**src/rtl/dual_bus_interface_if.sv**
```systemverilog
// Host-side DUART bus bundle: 68000-style strobes in, decoder controls and DTACKN out.
interface dual_bus_interface_if;
  logic       CSN;
  logic       RWN;
  logic [3:0] RS;
  logic       IACKN;
  logic [2:0] A;
  logic       E_LO;
  logic       E_HI;
  logic       RWQ;
  logic       DATA_OE;
  logic       VEC_OE;
  logic       DTACKN;

  modport slave (
    input  CSN, RWN, RS, IACKN,
    output A, E_LO, E_HI, RWQ, DATA_OE, VEC_OE, DTACKN
  );

  modport master (
    output CSN, RWN, RS, IACKN,
    input  A, E_LO, E_HI, RWQ, DATA_OE, VEC_OE, DTACKN
  );
endinterface

```
**src/rtl/dual_bus_interface.sv**
```systemverilog
// DUART host bus sequencer: synchronises CSN, latches RS/RWN, strobes one of two decoders, returns DTACKN.
// Optional interrupt-acknowledge vector cycle is enabled by defining DUART_IACK_EN.
module dual_bus_interface #(
  parameter int SYNC_STAGES = 2,
  parameter int ACK_DELAY   = 1
) (
  input  logic                 CLK,
  input  logic                 RESET,
  dual_bus_interface_if.slave  bus
);
  typedef enum logic [2:0] {IDLE, LATCH, STROBE, WAIT, ACK, RELEASE} state_t;

  localparam bit        USE_WAIT  = (ACK_DELAY > 1);
  localparam logic [3:0] WAIT_LOAD = (ACK_DELAY > 1) ? 4'(ACK_DELAY - 2) : 4'd0;

  state_t                 state_q, state_d;
  logic [SYNC_STAGES-1:0] cs_sync_q, cs_sync_d;
  logic [3:0]             cnt_q, cnt_d;
  logic [2:0]             a_q, a_d;
  logic                   bank_q, bank_d;
  logic                   rwq_q, rwq_d;
  logic                   armed_q, armed_d;
  logic                   e_lo_q, e_lo_d;
  logic                   e_hi_q, e_hi_d;
  logic                   data_oe_q, data_oe_d;
  logic                   dtackn_q, dtackn_d;
  logic                   cs_s, bus_idle, rel;

  assign cs_sync_d = {cs_sync_q[SYNC_STAGES-2:0], bus.CSN};
  assign cs_s      = cs_sync_q[SYNC_STAGES-1];

`ifdef DUART_IACK_EN
  logic [SYNC_STAGES-1:0] iack_sync_q, iack_sync_d;
  logic                   iack_s;
  logic                   vec_q, vec_d;
  logic                   vec_oe_q, vec_oe_d;

  assign iack_sync_d = {iack_sync_q[SYNC_STAGES-2:0], bus.IACKN};
  assign iack_s      = iack_sync_q[SYNC_STAGES-1];
  assign bus_idle    = cs_s & iack_s;
  // A vector cycle is released by IACKN, a register cycle by CSN.
  assign rel         = vec_q ? iack_s : cs_s;

  always_ff @(posedge CLK or posedge RESET) begin
    if (RESET) begin
      iack_sync_q <= '1;
      vec_q       <= 1'b0;
      vec_oe_q    <= 1'b0;
    end else begin
      iack_sync_q <= iack_sync_d;
      vec_q       <= vec_d;
      vec_oe_q    <= vec_oe_d;
    end
  end

  assign bus.VEC_OE = vec_oe_q;
`else
  assign bus_idle   = cs_s;
  assign rel        = cs_s;
  assign bus.VEC_OE = 1'b0;
`endif

  always_comb begin
    state_d   = state_q;
    cnt_d     = cnt_q;
    a_d       = a_q;
    bank_d    = bank_q;
    rwq_d     = rwq_q;
    armed_d   = armed_q;
    e_lo_d    = 1'b0;
    e_hi_d    = 1'b0;
    data_oe_d = data_oe_q;
    dtackn_d  = dtackn_q;
`ifdef DUART_IACK_EN
    vec_d     = vec_q;
    vec_oe_d  = vec_oe_q;
`endif
    case (state_q)
      IDLE: begin
        // armed_q demands the bus be seen idle first, so only a fresh falling strobe starts a cycle.
        if (armed_q && !cs_s) begin
          state_d = LATCH;
          a_d     = bus.RS[2:0];
          bank_d  = bus.RS[3];
          rwq_d   = bus.RWN;
`ifdef DUART_IACK_EN
          vec_d   = 1'b0;
        end else if (armed_q && !iack_s) begin
          state_d = LATCH;
          vec_d   = 1'b1;
`endif
        end else if (bus_idle) begin
          armed_d = 1'b1;
        end
      end
      LATCH: begin
        if (rel) begin
          state_d = IDLE;
        end else begin
          state_d = STROBE;
`ifdef DUART_IACK_EN
          if (vec_q) vec_oe_d = 1'b1;
          else
`endif
          begin
            e_lo_d    = ~bank_q;
            e_hi_d    = bank_q;
            data_oe_d = rwq_q;
          end
        end
      end
      STROBE, WAIT: begin
        if (rel) begin
          state_d   = IDLE;
          data_oe_d = 1'b0;
`ifdef DUART_IACK_EN
          vec_oe_d  = 1'b0;
`endif
        end else if (state_q == STROBE && USE_WAIT) begin
          state_d = WAIT;
          cnt_d   = WAIT_LOAD;
        end else if (state_q == STROBE || cnt_q == 4'd0) begin
          state_d  = ACK;
          dtackn_d = 1'b0;
        end else begin
          cnt_d = cnt_q - 4'd1;
        end
      end
      ACK: begin
        if (rel) begin
          state_d   = RELEASE;
          dtackn_d  = 1'b1;
          data_oe_d = 1'b0;
          armed_d   = 1'b0;
`ifdef DUART_IACK_EN
          vec_oe_d  = 1'b0;
`endif
        end
      end
      RELEASE: state_d = IDLE;
      default: state_d = IDLE;
    endcase
  end

  always_ff @(posedge CLK or posedge RESET) begin
    if (RESET) begin
      state_q   <= IDLE;
      cs_sync_q <= '1;
      cnt_q     <= 4'd0;
      a_q       <= 3'd0;
      bank_q    <= 1'b0;
      rwq_q     <= 1'b1;
      armed_q   <= 1'b1;
      e_lo_q    <= 1'b0;
      e_hi_q    <= 1'b0;
      data_oe_q <= 1'b0;
      dtackn_q  <= 1'b1;
    end else begin
      state_q   <= state_d;
      cs_sync_q <= cs_sync_d;
      cnt_q     <= cnt_d;
      a_q       <= a_d;
      bank_q    <= bank_d;
      rwq_q     <= rwq_d;
      armed_q   <= armed_d;
      e_lo_q    <= e_lo_d;
      e_hi_q    <= e_hi_d;
      data_oe_q <= data_oe_d;
      dtackn_q  <= dtackn_d;
    end
  end

  assign bus.A       = a_q;
  assign bus.RWQ     = rwq_q;
  assign bus.E_LO    = e_lo_q;
  assign bus.E_HI    = e_hi_q;
  assign bus.DATA_OE = data_oe_q;
  assign bus.DTACKN  = dtackn_q;
endmodule
```
**src/flat_wrapper.sv**
```systemverilog
// flat-port wrapper written by rule: the top's interface ports become plain ports
module dual_bus_interface_flat 
#(
  parameter int SYNC_STAGES = 2,
  parameter int ACK_DELAY   = 1
)
  (CLK, RESET, bus_CSN, bus_RWN, bus_RS, bus_IACKN, bus_A, bus_E_LO, bus_E_HI, bus_RWQ, bus_DATA_OE, bus_VEC_OE, bus_DTACKN);
  dual_bus_interface_if bus_i ();
  input  logic CLK;
  input  logic RESET;
  input wire logic [$bits(bus_i.CSN)-1:0] bus_CSN;
  input wire logic [$bits(bus_i.RWN)-1:0] bus_RWN;
  input wire logic [$bits(bus_i.RS)-1:0] bus_RS;
  input wire logic [$bits(bus_i.IACKN)-1:0] bus_IACKN;
  output wire logic [$bits(bus_i.A)-1:0] bus_A;
  output wire logic [$bits(bus_i.E_LO)-1:0] bus_E_LO;
  output wire logic [$bits(bus_i.E_HI)-1:0] bus_E_HI;
  output wire logic [$bits(bus_i.RWQ)-1:0] bus_RWQ;
  output wire logic [$bits(bus_i.DATA_OE)-1:0] bus_DATA_OE;
  output wire logic [$bits(bus_i.VEC_OE)-1:0] bus_VEC_OE;
  output wire logic [$bits(bus_i.DTACKN)-1:0] bus_DTACKN;
  assign bus_i.CSN = bus_CSN;
  assign bus_i.RWN = bus_RWN;
  assign bus_i.RS = bus_RS;
  assign bus_i.IACKN = bus_IACKN;
  assign bus_A = bus_i.A;
  assign bus_E_LO = bus_i.E_LO;
  assign bus_E_HI = bus_i.E_HI;
  assign bus_RWQ = bus_i.RWQ;
  assign bus_DATA_OE = bus_i.DATA_OE;
  assign bus_VEC_OE = bus_i.VEC_OE;
  assign bus_DTACKN = bus_i.DTACKN;
  dual_bus_interface #(.SYNC_STAGES(SYNC_STAGES), .ACK_DELAY(ACK_DELAY)) u_core (.CLK(CLK), .RESET(RESET), .bus(bus_i));
endmodule
```
**config.mk**
```make
export PLATFORM = sky130hd
export DESIGN_NAME = dual_bus_interface_flat
export DESIGN_NICKNAME = d
export VERILOG_FILES = /design/src/rtl/dual_bus_interface_if.sv /design/src/rtl/dual_bus_interface.sv /design/src/flat_wrapper.sv
export SDC_FILE = /design/constraint.sdc
export NUM_CORES = 1
export LEC_CHECK = 0
export CAP_MARGIN = 20
export CORE_UTILIZATION = 43
export CTS_CLUSTER_DIAMETER = 150
export DETAILED_ROUTE_END_ITERATION = 8
export PLACE_DENSITY_LB_ADDON = 0.15
export SYNTH_ARGS = -nofsm -noshare
export SYNTH_HDL_FRONTEND = slang
export SYNTH_SLANG_ARGS = --single-unit
```
**constraint.sdc**
```tcl
create_clock -name CLK -period 2.35 [get_ports CLK]
set_input_delay 0.235 -clock CLK [delete_from_list [all_inputs] [get_ports CLK]]
set_output_delay 0.235 -clock CLK [all_outputs]
set_load 0.005 [all_outputs]
```
After elaboration in Yosys (flattened, before gate mapping)
Cells that the tools add are included.

Bits in registers: 19. Bits of input ports: 9. Output and inout port bits: 9. Word-level logic and storage cells: 63.

$add $sub $neg: 1. Equal/unequal tests: 13. Multiplexer cells: 19. Bitwise gates (word level): 3. Reduce and logical (&&, ||, !) cells: 16.

Operator list (count): $mux W3 (4); $pmux W3 S4 (1); $mux W1 (10); $ne A2 B1 Y1 const B (5); $reduce_and A3 Y1 (3); $reduce_and A4 Y1 (2); $eq A3 B2 Y1 const B (2); $ne A2 B2 Y1 const B (3); $pmux W1 S2 (3); $reduce_bool A2 Y1 (3); $logic_not A4 Y1 (1); $sub A4 B1 Y4 const B (1); $eq A3 B1 Y1 const B (1); $eq A3 B3 Y1 const B (1); $logic_not A3 Y1 (1); $ne A3 B1 Y1 const B (1); $not A1 Y1 (3); $reduce_or A3 Y1 (1); $mux W2 (1); $reduce_and A2 Y1 (1); $reduce_or A2 Y1 (1); $logic_and A1 B1 Y1 (1); $logic_not A1 Y1 (1); $logic_or A1 B1 Y1 (1).

Depth between registers and ports, before layout
Word-level depth: 5. Gate-level depth with buffers: 5. Gate-level depth less buffers: 5.

Least setup slack after synthesis
No wires, ideal clock.

Kind: register to register. Start: reg u_core.cnt_q[0]. End: reg u_core.cnt_q[1]. Library setup time: 79 ps. Data arrival time: 1290 ps. Required time: 2271 ps. Setup slack: 980 ps. Cell stages (with the launch flop): 6. Path buffers: 0. Period minus slack after synthesis: 1370 ps. Cells stage by stage: dfrtp_1 > inv_1 > ha_1 > or3b_1 > nand4_2 > mux2i_1.

Word-level cells in the longest chain between the ends: 4. Elaborated cells between the ends (all ways): 5. Those cells by class: 1 x add/sub; 1 x bitwise; 3 x reduce/logical.

Ends and longest elaborated chain: start, declared (line dual_bus_interface.sv:18) `logic [3:0] cnt_q, cnt_d;`; start signal, assigned (line dual_bus_interface.sv:161) `cnt_q <= cnt_d;`; parallel branches: the longest is 4 deep, another holds $sub A4 B1 Y4.

Parallel ways; which one is timed is not known. A chain may end at the register's enable or synchronous reset.

Final worst setup path
Start: reg u_core.rwq_q, in the netlist u_core.bus.RWQ. End: out bus_RWQ.

RTL lines: start, declared (line dual_bus_interface.sv:21) `logic rwq_q, rwq_d;`; start signal, assigned (line dual_bus_interface.sv:164) `rwq_q <= rwq_d;`; end, declared (line flat_wrapper.sv:18) `output wire logic [$bits(bus_i.RWQ)-1:0] bus_RWQ;`.

No word-level cell between the ends.

==> impl_metrics.csv <==
group,metric,value,unit
cts,cts_max_level,1,
grt,grt_pass1_wl,2200,um
sta,worst_slew_pin_slew,674,ps
worst_setup_path,critPathBufInv,1,
worst_setup_path,rr_endpoint,"u_core.cnt_q[1]",
synth,synth.area.mux_share,10.1,%
cts,clock_path_buffers,2,
run,maxCapViolCount,0,
worst_setup_path,crit_slowest_cell,"dfstp_2",
floorplan,core_area,0.00180,mm^2
power_and_ir_drop,power_density,965,mW/mm^2
sta,grt_setup_unrepaired,"no",
synth,synth_largest_area_cell,"dfrtp_1",
synth,async_flop_share,100,%
sta,fin_tns_setup,0,ps
synth,netlist_area,867,um^2
cells_and_area,layout-drive-gt1-share,21.6,%
routing,drtIter0Drc,5,
worst_setup_path,endpoint_kind,"primary output",
cts,ctsHoldBuffers,0,
synth,synth_compound_area_share,9.52,%
min_path,hold_path.class,"primary input to async pin",
synth,synth_top_area_share,40.4,%
cts,cts_tree,"done",
synth,synthesis.instances,72,
floorplan,start_util,48.1,%
grt,grt-ovfl-total,0,
worst_setup_path,crit_chain,"clkdlybuf4s50_1",
routing,wl,1370,um
cells_and_area,syn_to_final_growth,21.9,%
floorplan,fp.dieArea,0.00220,mm^2
worst_setup_path,r2r_setup_slack,850,ps
worst_setup_path,crit_arrival,1350,ps
synth,synth_simple_gate_area_share,15.9,%
sta,hold_violations,0,
routing,first_pass_iters,4,
status,outcome,"finished, final reports clean",
sta,skew,7.96,ps
worst_setup_path,cp_max_fo,3,
cts,cts_setup_buffers,0,
routing,viasPerCell,5.12,
cells_and_area,antenna_cells,0,
placed_design,finalWeightedCongestion,0.734,
grt,antenna_found_initial,0,
cells_and_area,nets,99,
sta,fmax,629,MHz
worst_setup_path,worstSetupStartpointType,"flip-flop",
synth,synthTopCellsByCount,"dfrtp_1 (14), inv_1 (7), mux2_2 (6)",
synth,synth-xor-area-share,2.02,%
worst_setup_path,slowest_delay,570,ps
routing,vias,578,
synth,synthDistinctLibCells,33,
placed_design,dp.final_hpwl,979,um
synth,synthFlopType,"dfrtp_1",
synth,synth-seq-cells,19,
sta,finalWorstSetupSlack,761,ps
grt,track_usage,14.6,%
synth,synth_edf_count,0,
floorplan,die_y,46.9,um
synth,synth_adder_area_share,1.44,%
floorplan,rows,15,
worst_setup_path,cp_top_family,"flip-flops",
worst_setup_path,rr_worst_depth,5,
cts,clkLatencyLatePin,290,ps
floorplan,fp.dieW,46.9,um
placed_design,port_buffers,15,
worst_setup_path,critPathRequiredTime,2120,ps
sta,period_share,67.6,%
floorplan,ioPinCount,18,
sta,drv_slew,0,
power_and_ir_drop,p_clk_share,15.8,%
synth,synth_most_common_cell,"dfrtp_1",
routing,drc,0,
power_and_ir_drop,p_int,0.000709,W
synth,yosysSeqAreaShare,55.6,%
power_and_ir_drop,p_leak,0.465,nW
cts,cts_resized,0,
cts,cts_num_sinks,19,
power_and_ir_drop,p_switching,0.000311,W
grt,grt_max_degree,20,
cts,cts_buffers,3,
sta,fin_crit,1590,ps
routing,wl_per_cell,12.1,um
grt,grt_pass1_vias,506,
cts,clkTransAtPathRegs,110,ps
power_and_ir_drop,combPwrFrac,31.4,%
synth,synth_top_family_by_area,"simple AND/OR/NAND/NOR gates",
power_and_ir_drop,peakVddDrop,0.585,mV
sta,setup_viol,0,
synth,avgSynthCellArea,12.0,um^2
cts,cts-root-buf,"clkbuf_4",
synth,yosysWarnings,0,
worst_setup_path,rr_startpoint,"u_core.cnt_q[0]",
sta,max_slew_margin,55.0,%
synth,synth_nets,82,
placed_design,post-place-ws,883,ps
power_and_ir_drop,seq_power_share,52.7,%
routing,antenna_left,0,
power_and_ir_drop,switching_share,30.5,%
synth,synth_top_cells_by_area,"dfrtp_1 (40%), dfstp_2 (15%), mux2_2 (7.8%), inv_1 (3.0%), mux2i_1 (2.3%)",
worst_setup_path,crit_type,"flip-flop to primary output",
## cell families after synthesis
family / after synthesis
adders and majority gates: 1
DFF: 19
AOI/OAI and AO/OA: 12
xor gates and xnor gates: 2
and+or+nand+nor: 19
buffers and inverters: 10
other: 1
muxes: 8
## placed cells by master, fill, tap and decap left out, drive strengths merged
| master | Yosys | routed |
|---|---|---|
| clkdlybuf4s50 | 0 | 15 |
| dfrtp | 14 | 14 |
| inv | 7 | 7 |
| mux2 | 6 | 6 |
| dfstp | 5 | 5 |
| nor2 | 5 | 5 |
| clkbuf | 0 | 4 |
| a21oi | 3 | 3 |
| o31ai | 2 | 2 |
| xnor2 | 2 | 2 |
| mux2i | 2 | 2 |
| nand2 | 2 | 2 |
| o21ai | 2 | 2 |
| nand4 | 2 | 2 |
| nand3 | 2 | 2 |
| o22ai | 2 | 2 |
| and2 | 1 | 1 |
| or3b | 1 | 1 |
| and3 | 1 | 1 |
| o32ai | 1 | 1 |
| a21boi | 1 | 1 |
| or4b | 1 | 1 |
| nor2b | 1 | 1 |
| nor3 | 1 | 1 |
| nand4b | 1 | 1 |
| nand3b | 1 | 1 |
| a211oi | 1 | 1 |
| ha | 1 | 1 |
| conb | 1 | 1 |
## worst max path at each step
| stage | startpoint | to | cells past startpoint |
|---|---|---|---|
| 2_1_floorplan | u_core.cnt_q[0] | u_core.cnt_q[1] | 5 |
| 3_3_place_gp | u_core.cnt_q[0] | u_core.cnt_q[1] | 5 |
| 3_5_place_dp | u_core.cnt_q[0] | u_core.cnt_q[1] | 5 |
| 4_1_cts | u_core.bus.RWQ | bus_RWQ | 1 |
| 5_1_grt | u_core.bus.RWQ | bus_RWQ | 1 |
| 6_report | u_core.bus.RWQ | bus_RWQ | 1 |
## area by class of cell
class / count / area, um^2
Fill cell: 156 / 744
Inverter: 7 / 26.3
Multi-Input combinational cell: 43 / 342
Tap cell: 25 / 31.3
Timing Repair Buffer: 15 / 150
Clock buffer: 4 / 26.3
Sequential cell: 19 / 482
## routing by layer
metal | up-vias | GRT usage, % | share of wire, % | wire (um)
li1 | 281 | - | - | -
met1 | 282 | 19.9 | 48 | 649
met2 | 13 | 22.2 | 47 | 645
met3 | 2 | 5.77 | 4.2 | 57
met4 | 0 | 3.43 | 0.88 | 12
met5 | - | 0 | 0 | 0
## registers in the layout, indices dropped and copies added (netlist names)
name / cells
u_core.bank_q: 1
u_core.cnt_q: 4
u_core.bus.RWQ: 1
u_core.bus.DATA_OE: 1
u_core.armed_q: 1
u_core.bus.DTACKN: 1
u_core.bus.E_HI: 1
u_core.bus.E_LO: 1
u_core.state_q: 3
u_core.cs_sync_q: 2
u_core.bus.A: 3
## per-stage QoR
| stage | total power [W] | std cells | hold WS [ps] | utilization (%) | area, um^2 |
|---|---|---|---|---|---|
| 5_1_grt | 0.00110 | 113 | 333 | 58.7 | 1060 |
| 2_1_floorplan | 0.000715 | 72 | 182 | - | 867 |
| 6_report | 0.00102 | 113 | 328 | 58.7 | 1060 |
| 3_3_place_gp | 0.000854 | 109 | 346 | 57.2 | 1030 |
| 3_5_place_dp | 0.000868 | 109 | 349 | 57.2 | 1030 |
| 4_1_cts | 0.00103 | 113 | 329 | 58.7 | 1060 |
## power by group through the flow
stage          registers (W)  clock network, W  logic [W]
6_report            0.000538          0.000162   0.000321
5_1_grt             0.000552          0.000185   0.000361
4_1_cts             0.000536          0.000169   0.000326
3_5_place_dp        0.000541                 0   0.000327
3_3_place_gp        0.000536                 0   0.000318
2_1_floorplan       0.000507                 0   0.000208
(Power assumes the default switching activity.)
